`src/rtl/nano_cpu_pkg.sv`:
```
// Shared opcode, funct3 and FSM definitions for the nano CPU dispatch slice.
package nano_cpu_pkg;

    localparam int unsigned XLEN   = 32;
    localparam int unsigned REG_AW = 5;

    localparam logic [6:0] OPC_OP_IMM = 7'b0010011;
    localparam logic [6:0] OPC_OP     = 7'b0110011;
    localparam logic [6:0] OPC_LUI    = 7'b0110111;
    localparam logic [6:0] OPC_SYSTEM = 7'b1110011;

    localparam logic [2:0] F3_ADD = 3'b000;
    localparam logic [2:0] F3_AND = 3'b111;

    typedef enum logic [1:0] {
        ST_RUN    = 2'd0,
        ST_DRAIN  = 2'd1,
        ST_HALTED = 2'd2
    } state_e;

    // One in-flight destination slot
    typedef struct packed {
        logic              valid;
        logic [REG_AW-1:0] rd;
    } inflight_t;

    function automatic logic [XLEN-1:0] sext12(input logic [11:0] imm);
        return {{(XLEN-12){imm[11]}}, imm};
    endfunction

endpackage

```
`src/rtl/regfile.sv`:
```
// 31 x 32-bit register file: two read ports, a debug read port, one write port; x0 is hardwired zero.
module regfile
    import nano_cpu_pkg::*;
(
    input  logic              clk,
    input  logic              rst_n,
    input  logic [REG_AW-1:0] raddr1,
    output logic [XLEN-1:0]   rdata1,
    input  logic [REG_AW-1:0] raddr2,
    output logic [XLEN-1:0]   rdata2,
    input  logic [REG_AW-1:0] dbg_addr,
    output logic [XLEN-1:0]   dbg_data,
    input  logic              we,
    input  logic [REG_AW-1:0] waddr,
    input  logic [XLEN-1:0]   wdata
);

    logic [XLEN-1:0] regs [1:31];

    // Synchronous write; writes to x0 are dropped
    always_ff @(posedge clk or negedge rst_n) begin
        if (!rst_n) begin
            for (int i = 1; i < 32; i++) begin
                regs[i] <= '0;
            end
        end else if (we && (waddr != '0)) begin
            regs[waddr] <= wdata;
        end
    end

    // Combinational reads; a same-cycle write is seen only after the edge
    always_comb begin
        rdata1   = (raddr1   == '0) ? '0 : regs[raddr1];
        rdata2   = (raddr2   == '0) ? '0 : regs[raddr2];
        dbg_data = (dbg_addr == '0) ? '0 : regs[dbg_addr];
    end

endmodule

```
`src/rtl/alu_dispatch.sv`:
```
// Decode and issue RV32 OP / OP-IMM / LUI to an external 2-cycle ALU, track destinations, write back.
module alu_dispatch #(
    parameter int unsigned CNT_W = 16
) (
    input  logic             clk,
    input  logic             rst_n,
    input  logic [31:0]      instr,
    input  logic             instr_valid,
    output logic             instr_ready,
    output logic [31:0]      a_in,
    output logic [31:0]      b_in,
    output logic             in_valid,
    output logic [2:0]       funct3,
    output logic             funct3_valid,
    input  logic [31:0]      out,
    input  logic             out_valid,
    input  logic [4:0]       dbg_addr,
    output logic [31:0]      dbg_data,
    output logic             illegal,
    output logic             halted,
    output logic [CNT_W-1:0] retired
);

    import nano_cpu_pkg::*;

    logic [6:0]        opcode;
    logic [REG_AW-1:0] rd, rs1, rs2;
    logic              is_op, is_imm, is_lui, is_sys;
    logic [XLEN-1:0]   rs1_data, rs2_data;
    logic [XLEN-1:0]   a_d, b_d;
    logic              f3v_d;
    logic              hazard_c, accept_c, issue_c, wb_en_c;
    logic [2:0]        f3_q;
    logic              f3v_q;
    inflight_t         s1_q, s2_q;
    state_e            state_q, state_d;

    assign opcode = instr[6:0];
    assign rd     = instr[11:7];
    assign rs1    = instr[19:15];
    assign rs2    = instr[24:20];
    assign is_op  = (opcode == OPC_OP);
    assign is_imm = (opcode == OPC_OP_IMM);
    assign is_lui = (opcode == OPC_LUI);
    assign is_sys = (opcode == OPC_SYSTEM);

    function automatic logic busy(input logic [REG_AW-1:0] r, input inflight_t a, input inflight_t b);
        return (r != '0) && ((a.valid && (a.rd == r)) || (b.valid && (b.rd == r)));
    endfunction

    // Stall on a source that is still being produced; no forwarding path exists
    always_comb begin
        hazard_c = ((is_op || is_imm) && busy(rs1, s1_q, s2_q)) ||
                   (is_op && busy(rs2, s1_q, s2_q));
    end

    assign instr_ready = (state_q == ST_RUN) && !hazard_c;
    assign accept_c    = instr_valid && instr_ready;
    assign issue_c     = accept_c && (is_op || is_imm || is_lui);
    assign wb_en_c     = out_valid && s2_q.valid;

    regfile u_regfile (
        .clk      (clk),
        .rst_n    (rst_n),
        .raddr1   (rs1),
        .rdata1   (rs1_data),
        .raddr2   (rs2),
        .rdata2   (rs2_data),
        .dbg_addr (dbg_addr),
        .dbg_data (dbg_data),
        .we       (wb_en_c),
        .waddr    (s2_q.rd),
        .wdata    (out)
    );

    // Operand selection per opcode class
    always_comb begin
        a_d   = '0;
        b_d   = '0;
        f3v_d = 1'b0;
        if (is_op) begin
            a_d   = rs1_data;
            b_d   = rs2_data;
            f3v_d = 1'b1;
        end else if (is_imm) begin
            a_d   = rs1_data;
            b_d   = sext12(instr[31:20]);
            f3v_d = 1'b1;
        end else if (is_lui) begin
            b_d   = {instr[31:12], 12'b0};
        end
    end

    // Issue registers; funct3 trails operands by one cycle to meet the ALU's operand stage
    always_ff @(posedge clk or negedge rst_n) begin
        if (!rst_n) begin
            a_in         <= '0;
            b_in         <= '0;
            in_valid     <= 1'b0;
            f3_q         <= '0;
            f3v_q        <= 1'b0;
            funct3       <= '0;
            funct3_valid <= 1'b0;
            illegal      <= 1'b0;
        end else begin
            in_valid     <= issue_c;
            illegal      <= accept_c && !(is_op || is_imm || is_lui || is_sys);
            funct3       <= f3_q;
            funct3_valid <= in_valid && f3v_q;
            if (issue_c) begin
                a_in  <= a_d;
                b_in  <= b_d;
                f3_q  <= instr[14:12];
                f3v_q <= f3v_d;
            end
        end
    end

    // Destination shift pipeline aligned with the ALU latency; stage 2 meets out_valid
    always_ff @(posedge clk or negedge rst_n) begin
        if (!rst_n) begin
            s1_q <= '0;
            s2_q <= '0;
        end else begin
            s1_q <= '{valid: issue_c, rd: rd};
            s2_q <= s1_q;
        end
    end

    // Retired-instruction counter, wraps naturally
    always_ff @(posedge clk or negedge rst_n) begin
        if (!rst_n) begin
            retired <= '0;
        end else if (wb_en_c) begin
            retired <= retired + CNT_W'(1);
        end
    end

    // FSM state register and halted flag
    always_ff @(posedge clk or negedge rst_n) begin
        if (!rst_n) begin
            state_q <= ST_RUN;
            halted  <= 1'b0;
        end else begin
            state_q <= state_d;
            halted  <= (state_d == ST_HALTED);
        end
    end

    // FSM next state: SYSTEM drains in-flight work, then halts until reset
    always_comb begin
        state_d = state_q;
        case (state_q)
            ST_RUN:    if (accept_c && is_sys) state_d = ST_DRAIN;
            ST_DRAIN:  if (!s1_q.valid && !s2_q.valid) state_d = ST_HALTED;
            ST_HALTED: state_d = ST_HALTED;
            default:   state_d = ST_RUN;
        endcase
    end

endmodule

```
`config.mk`:
```
export PLATFORM = sky130hd
export DESIGN_NAME = alu_dispatch
export DESIGN_NICKNAME = d
export VERILOG_FILES = /design/src/rtl/nano_cpu_pkg.sv /design/src/rtl/regfile.sv /design/src/rtl/alu_dispatch.sv
export SDC_FILE = /design/constraint.sdc
export NUM_CORES = 2
export LEC_CHECK = 0
export ABC_AREA = 1
export CAP_MARGIN = 20
export CORE_MARGIN = 2
export CORE_UTILIZATION = 35
export DETAILED_ROUTE_END_ITERATION = 10
export GPL_ROUTABILITY_DRIVEN = 0
export PLACE_DENSITY_LB_ADDON = 0.15
export SLEW_MARGIN = 40
export SYNTH_ARGS = -nofsm -noshare
export SYNTH_HDL_FRONTEND = slang
export SYNTH_HIERARCHICAL = 1
export SYNTH_SLANG_ARGS = --single-unit
```
`constraint.sdc`:
```
create_clock -name clk -period 6.34 [get_ports clk]
set_clock_uncertainty 0.2 [all_clocks]
set_input_delay 1.902 -clock clk [delete_from_list [all_inputs] [get_ports clk]]
set_output_delay 1.902 -clock clk [all_outputs]
set_load 0.01 [all_outputs]
```
* Word level (Yosys, flattened, before mapping)
Index checks and enable logic that the tools add are counted.
** Word-level totals
- Register bits :: 1096
- Bits in latches :: 0
- RAM bits :: 0
- Memory bits (read-only) :: 0
- Input port bits :: 73
- Output and inout port bits :: 120
- Word-level logic and storage cells :: 126
- Memories :: 0
** Cells by class
- Add/sub/neg operators :: 1
- $mul :: 0
- Div/mod/pow operators :: 0
- Magnitude comparators :: 5
- Eq/ne operators :: 11
- Shifts and indexed selects :: 0
- Mux-type cells :: 25
- Bitwise logic cells :: 4
- Reductions and logical operators :: 35
** Operators by type and width (number)
- bitwise mux 992 bit :: 1
- binary-select mux 32 bit (select 5 bit) :: 3
- 2-to-1 mux 32 bit :: 15
- demux 32 bit (select 5 bit) :: 1
- greater-or-equal comparator 6 bit, second input constant :: 4
- inverter 5 -> 6 bit :: 4
- == test 5 bit :: 4
- logical AND 1 bit :: 18
- adder 16 x 1 -> 16 bit, second input constant :: 1
- logical NOT 5 bit :: 3
- nonzero test 5 bit :: 3
- == test 7 x 6 -> 1 bit, second input constant :: 2
- == test 7 x 5 -> 1 bit, second input constant :: 1
- == test 7 bit, second input constant :: 1
- logical OR 1 bit :: 6
- less-than comparator 6 x 1 -> 1 bit, second input constant :: 1
- one-hot mux 2 bit (3 select lines) :: 1
- == test 2 bit, second input constant :: 2
- logical NOT 1 bit :: 4
- 2-to-1 mux 2 bit :: 2
- == test 2 x 1 -> 1 bit, second input constant :: 1
- logical NOT 2 bit :: 1
- 2-to-1 mux 1 bit :: 2

* Logic depth before layout (Yosys ltp)
- Depth after elaboration :: 13
- Mapped depth :: 18
- Depth with buffers taken out :: 15

* By module
Netlist, hierarchy kept.
** Modules (own cells, without submodules)
- regfile :: times used 1, cells each 11096, area each 67139.4 µm², seq. area each 24823.8 µm²
- alu_dispatch :: times used 1, cells each 620, area each 4996.0 µm², seq. area each 2602.5 µm²

* Worst setup path before layout
No wires, ideal clock.
- Kind :: input -> output
- Start :: in dbg_addr[1]
- End :: out dbg_data[29]
- Arrival :: 3.123 ns
- Data required time :: 4.238 ns
- Setup slack :: 1.115 ns
- Stages on the path :: 10
- Buffers on the path :: 3
- Cells stage by stage :: clkbuf_1 inv_1 clkbuf_1 clkbuf_1 nand3_1 nand3_1 nand3_1 nand2_1 nand2_1 nand2_1
** Between the ends
- Cells in the longest elaborated chain, start to end :: 5
- Elaborated cells between the ends (all ways) :: 6
- Classes of those cells :: mux (4); bitwise (1); reduce/logical (1)
** RTL lines
- start, declared :: line alu_dispatch.sv:17 : input logic [4:0] dbg_addr,
- inverter 5 -> 6 bit (not written as such) :: line regfile.sv:35 : dbg_data = (dbg_addr == '0) ? '0 : regs[dbg_addr];
- binary-select mux 32 bit (select 5 bit) :: line regfile.sv:35
- 2-to-1 mux 32 bit (not written as such) (2 in series) :: line regfile.sv:35
- 2-to-1 mux 32 bit (*) :: line regfile.sv:35
- end, declared :: line alu_dispatch.sv:18 : output logic [31:0] dbg_data,
Mark *: on every way between the ends. The rest lies on a longest branch, timed or not. The select of a mux whose other input is x is not followed.

* Worst setup path in the final report
- Start :: in dbg_addr[0]
- End :: out dbg_data[9]
Same word-level chain as after synthesis.

==> summary.md <==
### Status
• **outcome** finished, final reports clean

### Timing
• **Max Slew Vio Count** 0
• **Hold Worst Slack** 0.1769 ns
• **highest achievable clock rate** 159.8 MHz
• **Worst Max-Slew Pin Slew** 0.9483 ns
• **number of endpoints failing setup at the final stage** 0
• **setup TNS** 0 ns
• **RSZ-0062 raised after global routing** false
• **post-route minimum period** 6.256 ns
• **post-route fraction of the period consumed by the critical path** 98.68%
• **Final WS setup** 0.08366 ns
• **endpoints failing hold** 0
• **relative slew slack** 36.78%

### Place
• **HPWL reported at the end of detailed placement** 202900 um
• **count of port buffers added during placement** 192
• **Post-Place Setup Slack** 0.1925 ns
• **dpl cell area** 77390 um^2

### Clocking
• **number of CTS-inserted buffers** 138
• **Skew-Pair Late Insertion Delay** 0.81 ns
• **Post-CTS Hold Buffers** 0
• **CTS sink count** 1096
• **post-CTS setup buffer count** 0
• **CTS root buf** sky130_fd_sc_hd__clkbuf_16
• **post-cts repair resize count** 0
• **CTS H-tree lvls** 4
• **post-CTS clock slew at the launch and capture registers of the worst setup and hold paths** 0.06 ns
• **maximum clock insertion buffer count** 3
• **CTS tree** yes

### Critical path
• **kind of start point of the critical path** input port
• **count of cells along the worst register-to-register path** 13
• **Arr. time, crit path** 4.15 ns
• **startpoint-to-endpoint class of the critical path** input port to output pin
• **WP data required** 4.24 ns
• **number of cells on the critical path** 10
• **Critical path buffers and inverters** 4
• **start point of the critical path** dbg_addr[0]
• **beginning of the worst register-to-register path** s2_q[2]
• **Worst R2R Setup Slack** 3.02 ns
• **Setup crit end** dbg_data[9]
• **element type at the critical path end** output pin
• **Max stage delay cell, worst path** sky130_fd_sc_hd__clkdlybuf4s50_1
• **capture point of the worst reg-to-reg path** a_in[21]
• **Crit path largest cell delay** 0.63 ns
• **library cell appearing most often on the critical path** sky130_fd_sc_hd__nand3_1
• **peak fanout along the critical path** 54
• **crit-path cells** buf_8, buf_12, buf_4, nor2_1, a21oi_1, nand3_1, nand3_1, nand3_1, nand2_1, clkdlybuf4s50_1
• **family with the most delay on the worst path** buffers and inverters

### Flow run
• **max-cap violation count** 0

### Routing
• **total routed wirelength** 359300 um
• **total number of vias** 80846
• **post-route ant nets** 0
• **length of the first detailed-routing pass in iterations** 9
• **DRC errors left** 0
• **Wirelength per Cell** 25.31 um
• **vias per cell** 5.695
• **Detailed Route Iter0 Violations** 11804

### Power and ir drop
• **PwrDens** 221.5 nW/um^2
• **total power** 18.24 mW
• **maximum VDD drop** 272.6 uV
• **Lkg Pwr** 40.15 nW

### GRT
• **largest net degree at the start of global routing** 157
• **first-pass GRT wire length** 524600 um
• **global-route usage over all layers** 33.47%
• **antenna violations before repair** 17
• **vias in the first global route** 75046
• **aggregate global routing overflow** 0

### Logic synthesis
• **share of synthesized cell area in and, or, nand and nor gates** 42.33%
• **count of flip-flops with a built-in enable after synthesis** 0
• **mux share of post-synthesis cell area** 0%
• **flops & latches, synth** 1096
• **Synth warnings** 6
• **async set or reset register ratio after synthesis** 100.0%
• **Avg Cell Area, Syn** 6.157 um^2
• **Synth Instances** 11716
• **share of the yosys chip area belonging to registers** 38.02%
• **compound-gate portion of the synthesized area** 9.188%
• **combinational family with the most area after synthesis** simple AND/OR/NAND/NOR gates
• **main flop type after synthesis** sky130_fd_sc_hd__dfrtp_1
• **combined area of all synthesized cells** 72140 um^2
• **Cell variety after synth** 33
• **fraction of synthesized cell area in xor and xnor cells** 0.1821%
• **net count of the mapped netlist** 11790
• **post-synthesis share of cell area spent on full adders, half adders and majority gates** 0.01735%

### Final layout
• **number of nets in the layout** 11472
• **post-route standard cell area excluding fillers** 82360 um^2
• **most common library cell in the layout ignoring fill and taps** sky130_fd_sc_hd__nand2_1
• **area delta synth->final** 14.17%
• **count of filler cells inserted in the layout** 21800
• **proportion of layout cells with a drive suffix above 1** 5.015%
• **highest-count cells in the layout ignoring fill and taps** sky130_fd_sc_hd__nand2_1 (4933), sky130_fd_sc_hd__nand3_1 (2014), sky130_fd_sc_hd__dfrtp_1 (1096), sky130_fd_sc_hd__inv_1 (966), sky130_fd_sc_hd__o21ai_0 (892)

### Worst hold path
• **path category of the worst min-delay check** flip-flop to flip-flop

### Die
• **die outline area** 209800 um^2
• **Die Span X** 458.0 um
• **number of I/O pins** 193
• **starting density of the core** 35.22%
• **num rows** 166
• **chip height** 458.0 um
• **floorplan core area** 204800 um^2

-- metal layers --
metal,global-route usage (%),wire (um)
met5,0,251
met2,50.53,152100
met3,8.084,43320
met1,45.16,145100
met4,15.18,18570
-- through the flow --
stage | util (%) | std cells
after CTS | 40.12 | 14188
after floorplan | - | 11716
after global routing | 40.21 | 14196
after detailed placement | 37.79 | 13940
after global placement | 37.75 | 13938
final | 40.21 | 14197
-- where the power goes --
| part | leakage [nW] | internal [mW] | switching, mW |
|---|---|---|---|
| Sequential | 14.2 | 7.00 | 0.0100 |
| Combinational | 23.6 | 0.687 | 2.00 |
| Clock | 2.34 | 5.11 | 3.42 |
-- synthesized netlist by cell type (2+ instances only) --
library cell	number	area share, %
sky130_fd_sc_hd__xor2_1	8	0.097
sky130_fd_sc_hd__buf_4	8	0.083
sky130_fd_sc_hd__o211ai_1	10	0.10
sky130_fd_sc_hd__nor2_4	8	0.12
sky130_fd_sc_hd__nand4_1	70	0.61
sky130_fd_sc_hd__nor2_1	294	1.5
sky130_fd_sc_hd__a21oi_1	321	2.2
sky130_fd_sc_hd__nand2_1	4957	26
sky130_fd_sc_hd__o21ai_0	892	6.2
sky130_fd_sc_hd__nor3_2	4	0.056
sky130_fd_sc_hd__clkbuf_1	639	3.3
sky130_fd_sc_hd__dfrtp_1	1096	38
sky130_fd_sc_hd__xnor2_1	7	0.085
sky130_fd_sc_hd__nand2_2	2	0.017
sky130_fd_sc_hd__clkinv_1	2	0.010
sky130_fd_sc_hd__inv_2	18	0.094
sky130_fd_sc_hd__nor3_1	11	0.076
sky130_fd_sc_hd__buf_1	110	0.57
sky130_fd_sc_hd__nor2_2	4	0.035
sky130_fd_sc_hd__buf_2	146	1.0
sky130_fd_sc_hd__nand3_1	2014	14
sky130_fd_sc_hd__nor3_4	2	0.045
sky130_fd_sc_hd__inv_1	990	5.2
sky130_fd_sc_hd__nand3b_1	2	0.021
sky130_fd_sc_hd__o21ai_1	93	0.65
-- worst register-to-register path: cells and delay by family (launching register included) --
kind | cells | cell delay (ns)
AND/OR/NAND/NOR | 10 | 1.30
flip-flops | 1 | 0.48
buffers and inverters | 3 | 1.25
-- sequential cells by signal (all words and copies together) (netlist names) --
signal          cells
halted              1
a_in               32
f3_q                3
illegal             1
state_q             2
funct3_valid        1
f3v_q               1
b_in               32
funct3              3
u_regfile/regs    992
retired            16
s2_q                6
s1_q                6
-- layout make-up --
class,instances,area [um^2],share of cell area (%)
antenna,3,7.507,0.009115
clock buffer,203,4125,5.009
clock inverter,45,650.6,0.7900
inverter,1010,3866,4.694
multi-input combinational,8706,37580,45.63
sequential,1096,27430,33.30
tap,2688,3363,4.084
timing repair buffer,446,5338,6.481
-- how the worst min path moves through the flow --
stage / start / endpoint / slack (ns) / depth (start not counted)
after floorplan: f3_q[0] / funct3[0] / 0.15 / 0
after global placement: f3_q[0] / funct3[0] / 0.16 / 0
after detailed placement: f3_q[2] / funct3[2] / 0.17 / 0
after CTS: f3_q[2] / funct3[2] / 0.18 / 0
after global routing: f3_q[2] / funct3[2] / 0.19 / 0
final: f3_q[2] / funct3[2] / 0.18 / 0
-- kinds of logic (layout without fill, tap and decap cells) --
group	count (synthesis)	after routing
AOI/OAI and AO/OA	1318	1318
xor gates and xnor gates	15	15
adders and majority gates	1	1
buffers and inverters	1914	1704
DFF	1096	1096
other	0	3
and+or+nand+nor	7372	7372
Note: power is estimated with default switching activity, not from simulation.
